===== src/rtl/wormhole_output_allocator_if.sv =====
// Route-request / crossbar-select bundle between the input buffers and one
// output port's allocator.
interface wormhole_output_allocator_if #(
  parameter int IN_N = 5
);
  localparam int GRANT_W = (IN_N > 1) ? $clog2(IN_N) : 1;

  logic [IN_N-1:0]    req;
  logic [IN_N-1:0]    last;
  logic               out_rdy;
  logic [GRANT_W-1:0] grant;
  logic [IN_N-1:0]    grant_oh;
  logic               grant_vld;
  logic               xfer;

  modport master (
    output req, last, out_rdy,
    input  grant, grant_oh, grant_vld, xfer
  );

  modport slave (
    input  req, last, out_rdy,
    output grant, grant_oh, grant_vld, xfer
  );
endinterface


===== src/rtl/wormhole_output_allocator.sv =====
// Per-output wormhole allocator: round-robin pick in IDLE, grant held from
// head flit to tail flit, one bubble cycle after every tail transfer.
module wormhole_output_allocator #(
  parameter int IN_N = 5,
  localparam int GRANT_W = (IN_N > 1) ? $clog2(IN_N) : 1
) (
  input  logic                        clk_i,
  input  logic                        rst_i,
  wormhole_output_allocator_if.slave  alloc
);

  typedef enum logic [0:0] {
    ST_IDLE   = 1'b0,
    ST_LOCKED = 1'b1
  } state_t;

  state_t             state_r;
  state_t             state_s;
  logic [GRANT_W-1:0] ptr_r;
  logic [GRANT_W-1:0] ptr_s;
  logic [GRANT_W-1:0] grant_r;
  logic [GRANT_W-1:0] grant_s;
  logic [IN_N-1:0]    grant_oh_r;
  logic [IN_N-1:0]    grant_oh_s;
  logic               grant_vld_r;
  logic               grant_vld_s;
  logic               xfer_s;
  logic               tail_s;
  logic [GRANT_W:0]   pick_s;

  // Returns {found, index} of the first requester at or after ptr, wrapping.
  function automatic logic [GRANT_W:0] pick_winner(
    input logic [IN_N-1:0]    req,
    input logic [GRANT_W-1:0] ptr
  );
    logic               found;
    logic [GRANT_W-1:0] win;
    int                 idx;
    found = 1'b0;
    win   = {GRANT_W{1'b0}};
    for (int i = 0; i < IN_N; i++) begin
      idx = int'(ptr) + i;
      if (idx >= IN_N) begin
        idx = idx - IN_N;
      end
      if (!found && req[idx]) begin
        found = 1'b1;
        win   = GRANT_W'(idx);
      end
    end
    return {found, win};
  endfunction

  // Expands a binary index into a one-hot vector.
  function automatic logic [IN_N-1:0] to_onehot(input logic [GRANT_W-1:0] idx);
    logic [IN_N-1:0] oh;
    for (int i = 0; i < IN_N; i++) begin
      oh[i] = (GRANT_W'(i) == idx);
    end
    return oh;
  endfunction

  // Pop strobe toward the locked input; the registered lock qualifies it.
  always_comb begin
    xfer_s = grant_vld_r & alloc.req[grant_r] & alloc.out_rdy;
    tail_s = xfer_s & alloc.last[grant_r];
    pick_s = pick_winner(alloc.req, ptr_r);
  end

  // Next-state and next-grant logic.
  always_comb begin
    state_s     = state_r;
    ptr_s       = ptr_r;
    grant_s     = grant_r;
    grant_oh_s  = grant_oh_r;
    grant_vld_s = grant_vld_r;
    case (state_r)
      ST_IDLE: begin
        if (pick_s[GRANT_W]) begin
          state_s     = ST_LOCKED;
          grant_s     = pick_s[GRANT_W-1:0];
          grant_oh_s  = to_onehot(pick_s[GRANT_W-1:0]);
          grant_vld_s = 1'b1;
        end else begin
          state_s     = ST_IDLE;
        end
      end
      ST_LOCKED: begin
        // grant_r is deliberately kept on release so the crossbar select is stable.
        if (tail_s) begin
          state_s     = ST_IDLE;
          grant_oh_s  = {IN_N{1'b0}};
          grant_vld_s = 1'b0;
          if (grant_r == GRANT_W'(IN_N - 1)) begin
            ptr_s = {GRANT_W{1'b0}};
          end else begin
            ptr_s = grant_r + GRANT_W'(1);
          end
        end else begin
          state_s = ST_LOCKED;
        end
      end
      default: begin
        state_s     = ST_IDLE;
        grant_oh_s  = {IN_N{1'b0}};
        grant_vld_s = 1'b0;
      end
    endcase
  end

  // State and registered grant outputs.
  always_ff @(posedge clk_i) begin
    if (rst_i) begin
      state_r     <= ST_IDLE;
      ptr_r       <= {GRANT_W{1'b0}};
      grant_r     <= {GRANT_W{1'b0}};
      grant_oh_r  <= {IN_N{1'b0}};
      grant_vld_r <= 1'b0;
    end else begin
      state_r     <= state_s;
      ptr_r       <= ptr_s;
      grant_r     <= grant_s;
      grant_oh_r  <= grant_oh_s;
      grant_vld_r <= grant_vld_s;
    end
  end

  assign alloc.grant     = grant_r;
  assign alloc.grant_oh  = grant_oh_r;
  assign alloc.grant_vld = grant_vld_r;
  assign alloc.xfer      = xfer_s;

endmodule


===== src/flat_wrapper.sv =====
// flat-port wrapper written by rule: the top's interface ports become plain ports
module wormhole_output_allocator_flat 
#(
  parameter int IN_N = 5,
  localparam int GRANT_W = (IN_N > 1) ? $clog2(IN_N) : 1
)
  (clk_i, rst_i, alloc_req, alloc_last, alloc_out_rdy, alloc_grant, alloc_grant_oh, alloc_grant_vld, alloc_xfer);
  wormhole_output_allocator_if #(.IN_N(IN_N)) alloc_i ();
  input  logic clk_i;
  input  logic rst_i;
  input wire logic [$bits(alloc_i.req)-1:0] alloc_req;
  input wire logic [$bits(alloc_i.last)-1:0] alloc_last;
  input wire logic [$bits(alloc_i.out_rdy)-1:0] alloc_out_rdy;
  output wire logic [$bits(alloc_i.grant)-1:0] alloc_grant;
  output wire logic [$bits(alloc_i.grant_oh)-1:0] alloc_grant_oh;
  output wire logic [$bits(alloc_i.grant_vld)-1:0] alloc_grant_vld;
  output wire logic [$bits(alloc_i.xfer)-1:0] alloc_xfer;
  assign alloc_i.req = alloc_req;
  assign alloc_i.last = alloc_last;
  assign alloc_i.out_rdy = alloc_out_rdy;
  assign alloc_grant = alloc_i.grant;
  assign alloc_grant_oh = alloc_i.grant_oh;
  assign alloc_grant_vld = alloc_i.grant_vld;
  assign alloc_xfer = alloc_i.xfer;
  wormhole_output_allocator #(.IN_N(IN_N)) u_core (.clk_i(clk_i), .rst_i(rst_i), .alloc(alloc_i));
endmodule

===== config.mk =====
export PLATFORM = sky130hd
export DESIGN_NAME = wormhole_output_allocator_flat
export DESIGN_NICKNAME = d
export VERILOG_FILES = /design/src/rtl/wormhole_output_allocator_if.sv /design/src/rtl/wormhole_output_allocator.sv /design/src/flat_wrapper.sv
export SDC_FILE = /design/constraint.sdc
export NUM_CORES = 1
export LEC_CHECK = 0
export BUFFER_PORTS_ARGS = -buffer_cell sky130_fd_sc_hd__clkbuf_2
export CORE_AREA = 2 2 57 59
export DETAILED_ROUTE_END_ITERATION = 16
export DIE_AREA = 0 0 59 61
export PLACE_DENSITY = 0.79
export SLEW_MARGIN = 20
export SYNTH_ARGS = -nofsm -noshare
export SYNTH_HDL_FRONTEND = slang
export SYNTH_SLANG_ARGS = --single-unit

===== constraint.sdc =====
create_clock -name clk_i -period 4 [get_ports clk_i]
set_input_delay 0.4 -clock clk_i [delete_from_list [all_inputs] [get_ports clk_i]]
set_output_delay 0.4 -clock clk_i [all_outputs]
set_load 0.01 [all_outputs]

# [Word level (Yosys, flattened, before mapping)]
# Cells that the tools add are included.
# Widths: inputs -> output; s select.
[totals] ff_bits=13 input_bits=13 output_inout_bits=10 wordCells=93
[op_classes] n_addsub=10 n_lt_le_gt_ge=11 n_eq_ne=7 mux=44 bitwise=4 n_reduce_logical=12
[ops] operator="$lt 32x5->1 const B" count=5
[ops] operator="$mux 32" count=5
[ops] operator="$ge 32x4->1 const B" count=4
[ops] operator="$sub 32x4->32 const B" count=4
[ops] operator="$bmux 1 s3" count=7
[ops] operator="$mux 1" count=21
[ops] operator="$mux 3" count=6
[ops] operator="$mux 5" count=2
[ops] operator="$pmux 5 s2" count=1
[ops] operator="$add 3x2->4 const B" count=2
[ops] operator="$eq 2x3->1 const A" count=2
[ops] operator="$reduce_and 2->1" count=3
[ops] operator="$add 3x1->4 const B" count=1
[ops] operator="$add 3x3->4 const B" count=1
[ops] operator="$logic_and 1x1->1" count=4
[ops] operator="$logic_not 1->1" count=4
[ops] operator="$lt 3x4->1 const B" count=1
[ops] operator="$pmux 1 s2" count=2
[ops] operator="$sub 3x3->4 const B" count=1
[ops] operator="$add 3x1->3 const B" count=1
[ops] operator="$and 1x1->1" count=3
[ops] operator="$eq 1x3->1 const A" count=1
[ops] operator="$eq 3x3->1 const A" count=1
[ops] operator="$eq 3x3->1 const B" count=1
[ops] operator="5 further kinds" count=5

# [Longest topological paths before layout]
[logic_depth] word_depth=21 ltp_mapped=13 depth_no_buf=12

# [Least setup slack after synthesis]
# OpenSTA, ideal clock, no wires.
[synth_path] path_type="flip-flop to flip-flop" start="register u_core.ptr_r[1]" end="register u_core.grant_oh_r[1] (netlist: u_core.alloc.grant_oh[1])" setup_time_ps=69 t_arrival_ps=3219 path_slack_ps=712 path_stages_with_launch=12 path_buffers=1 path_cell_list="dfxtp_1 > inv_1 > ha_1 > ha_1 > clkbuf_1 > a21o_1 > mux2_2 > and4_1 > a311o_1 > a31o_4 > or4_1 > o2bb2ai_2"
[synth_between] elab_chain_cells=21 word_cells_on_any_way=57
[synth_lines] item="from (decl)" line_no="wormhole_output_allocator.sv:19" text="logic [GRANT_W-1:0] ptr_r;"
[synth_lines] item="from (signal assigned)" line_no="wormhole_output_allocator.sv:115" text="ptr_r <= {GRANT_W{1'b0}};"
[synth_lines] item="from (signal assigned)" line_no="wormhole_output_allocator.sv:121" text="ptr_r <= ptr_s;"
[synth_lines] item="parallel branches: the longest is 21 deep, another holds $sub 32x4->32"
[synth_lines] item="to (signal assigned)" line_no="wormhole_output_allocator.sv:117" text="grant_oh_r <= {IN_N{1'b0}};"
[synth_lines] item="to (signal assigned)" line_no="wormhole_output_allocator.sv:123" text="grant_oh_r <= grant_oh_s;"
[synth_lines] item="to (decl)" line_no="wormhole_output_allocator.sv:23" text="logic [IN_N-1:0] grant_oh_r;"
# Parallel ways; which one is timed is not known. The select of a mux whose other input is x is not followed.
# A chain may end at the register's enable or synchronous reset.

# [Final worst setup path]
[layout_path] start="register u_core.ptr_r[2]" end="register u_core.grant_oh_r[1] (netlist: u_core.alloc.grant_oh[1])"
# Same word-level chain as after synthesis.

==> metrics.cfg <==
[clock_tree]
insertion_delay_ps = 290
clkTransAtPathRegs_ps = 90
cts_sinks = 13
cts_inserted_buffers = 3
tritoncts = yes
ctsHoldBuffers = 0
cts_resized = 0
cts_root_buf = clkbuf_4
cts_setup_buffers = 0
clockBufferDepth = 2
htreeDepth = 1

[route]
drt-total-wl_mm = 4.259
drc_errors = 0
ant_nets = 0
drt-pass1-iter-count = 4
wl_per_cell_um = 17.24
drtIter0Drc = 111
vias = 1681
drt-vias-per-instance = 6.806

[timing]
fmax_mhz = 278.7
setup_tns_ps = 0
drv_slew = 0
relSlewSlack_pct = 38.64
rsz0062_at_grt = no
finalCritPeriodShare_pct = 89.71
period_needed_ps = 3588
final_hold_viol_count = 0
worst_slew_pin_slew_ps = 912.8
setup_violations = 0
final.setup_skew_ps = 10.04

[global_route]
antenna_found_initial = 0
overflow = 0
met3_usage_pct = 2.132
grt_util_met2_pct = 43.97
grt_pass1_vias = 1493
grt_usage_pct = 25.58
busiest_layer = met2
met1_usage_pct = 34.81
grt_pass1_wl_mm = 7.017
grt_max_degree = 31

[power_and_ir_drop]
power_mw = 0.3678
ir_drop_v = 0.0001755
p_leak_nw = 0.7001
powerDensity_nw_per_um2 = 206.1

[synth]
ys_seq_area_share_pct = 15.69
syn-num-nets = 223
ys_ff_latch = 13
yosysWarnings = 0
ys_dominant_reg_cell = dfxtp_1
synth_edf_count = 0
synth.distinct_cells = 61
async_reset_ff_share_pct = 0
netlist_area_um2 = 1659
syn_avg_cell_area_um2 = 8.379
syn_inst = 198

[final_layout]
antenna_cells = 0
final_cells = 247
fin_nets = 240
drive_above_1_share_pct = 22.43
areaGrowthSynthToFinish_pct = 7.541

[setup_path]
arrival_ps = 3800
critPathKind = reg2reg
start_kind = flip-flop
cp_max_fo = 18
critPathRequiredTime_ps = 4220
cp-end-kind = flip-flop

[flow_run]
cap_violations = 0

[placement]
dpl.cell_count = 243
dp_hpwl_mm = 3.173
gp_congestion = 0.8614
place.port_buffers = 22

[die]
core_area_um2 = 2953
dieWidth_um = 59
rows = 20
start_util_pct = 56.19
pin_count = 23
die_area_um2 = 3599
die_h_um = 61

[status]
status = finished, final reports clean

[min_path]
min_path_type = reg2reg

[sequential cells by signal, indices dropped and copies added, names as in the netlist]
register and count:
u_core.alloc.grant_oh 5, u_core.alloc.grant 3, u_core.ptr_r 3, u_core.alloc.grant_vld 1
u_core.state_r 1
[cells by family after synthesis]
| kind of cell | after synthesis | synth area share [%] |
|---|---|---|
| muxes | 21 | 18.25 |
| DFF | 13 | 15.69 |
| AOI/OAI and AO/OA | 57 | 25.64 |
| adders and majority gates | 12 | 9.502 |
| buffers and inverters | 26 | 7.239 |
| xor gates and xnor gates | 4 | 2.112 |
| and+or+nand+nor | 65 | 21.57 |
[cell type report]
class	count	area, um^2
tap	33	41.29
sequential	13	260.3
clock buffer	4	26.28
fill	266	1169
multi-input combinational	159	1279
timing repair buffer	24	125.1
inverter	14	52.55
[stage by stage]
| step | instance area (um^2) | utilization, % | setup WS [ps] | hold slack, ps |
|---|---|---|---|---|
| global route | 1784 | 60.42 | 251.6 | 494.0 |
| floorplan | 1659 | - | 712.4 | 488.8 |
| detailed placement | 1758 | 59.53 | 550.6 | 457.7 |
| finish | 1784 | 60.42 | 411.6 | 478.3 |
| global placement | 1758 | 59.53 | 651.4 | 449.4 |
| CTS | 1784 | 60.42 | 503.3 | 478.8 |
[synthesized netlist by cell type (2+ instances only)]
library cell / n / area share [%]
inv_1: 14 / 3.2
nor2_1: 14 / 3.2
dfxtp_1: 13 / 16
nand2_1: 12 / 2.7
a21oi_1: 11 / 3.3
ha_1: 11 / 8.3
mux2_2: 8 / 5.4
nor3_1: 8 / 2.4
mux2i_1: 7 / 4.2
o21ai_0: 6 / 1.8
a31oi_1: 5 / 1.9
buf_2: 5 / 1.5
nand2b_1: 5 / 1.9
clkbuf_1: 4 / 0.90
mux4_2: 4 / 5.4
or4_1: 4 / 1.8
a211oi_1: 3 / 1.4
a21o_1: 3 / 1.4
nand3_1: 3 / 0.90
nor2b_1: 3 / 1.1
xnor2_1: 3 / 1.6
a2111oi_0: 2 / 1.1
a211oi_2: 2 / 1.5
a22oi_1: 2 / 0.90
a32o_1: 2 / 1.2
a32oi_1: 2 / 1.1
buf_6: 2 / 1.4
mux4_1: 2 / 3.2
nand3b_1: 2 / 0.90
o2111ai_1: 2 / 1.1
o21a_1: 2 / 0.90
o22ai_1: 2 / 0.75
o2bb2ai_1: 2 / 1.1
[critical path: stages, from the launching register on]
cell and delay, ps:
dfxtp_1 690, inv_1 160, ha_1 470, a211oi_2 330
mux2_2 370, a31oi_1 340, a311o_1 280, o21ai_1 190
or4_1 550, o2bb2ai_2 120
[per-layer routing]
| layer | part of all wire (%) | wire (um) |
|---|---|---|
| met1 | 43 | 1844 |
| met2 | 47 | 2021 |
| met3 | 7.7 | 329 |
| met4 | 1.5 | 63 |
| met5 | 0 | 0 |
[where the power goes]
part,internal [mW],switching [mW],total (mW)
Sequential,0.137,0.00922,0.146
Combinational,0.0590,0.0755,0.134
Clock,0.0387,0.0481,0.0869
Total,0.235,0.133,0.368
[cell usage in the layout, fill, tap and decap left out, types with 2 or more instances in the layout]
cell type,Yosys,layout
mux4_1,2,2
a2111oi_0,2,2
mux4_2,4,4
a32o_1,2,2
clkbuf_4,0,3
nand2b_1,5,5
a211oi_2,2,2
nand3b_1,2,2
a211oi_1,3,3
mux2_2,8,8
mux2i_1,7,7
or4_1,4,4
a32oi_1,2,2
inv_1,14,14
a31oi_1,5,5
o21a_1,2,2
clkbuf_2,1,22
dfxtp_1,13,13
nor3_1,8,8
nor2_1,14,14
a22oi_1,2,2
o2bb2ai_1,2,2
a21o_1,3,3
nand2_1,12,12
nor2b_1,3,3
o21ai_0,6,6
nand3_1,3,3
xnor2_1,3,3
ha_1,11,11
buf_4,0,2
o22ai_1,2,2
o2111ai_1,2,2
a21oi_1,11,11
[path summary, 6_finish.rpt]
kind                            slack, ps                        to                     start  cells after the start
worst min register to register        480  u_core.alloc.grant_oh[3]  u_core.alloc.grant_oh[3]                      1
worst max register to register        410  u_core.alloc.grant_oh[1]           u_core.ptr_r[2]                      9
worst min-delay path                  480  u_core.alloc.grant_oh[3]  u_core.alloc.grant_oh[3]                      1
worst max-delay path                  410  u_core.alloc.grant_oh[1]           u_core.ptr_r[2]                      9
No activity file was read; power rests on OpenSTA's default activity.
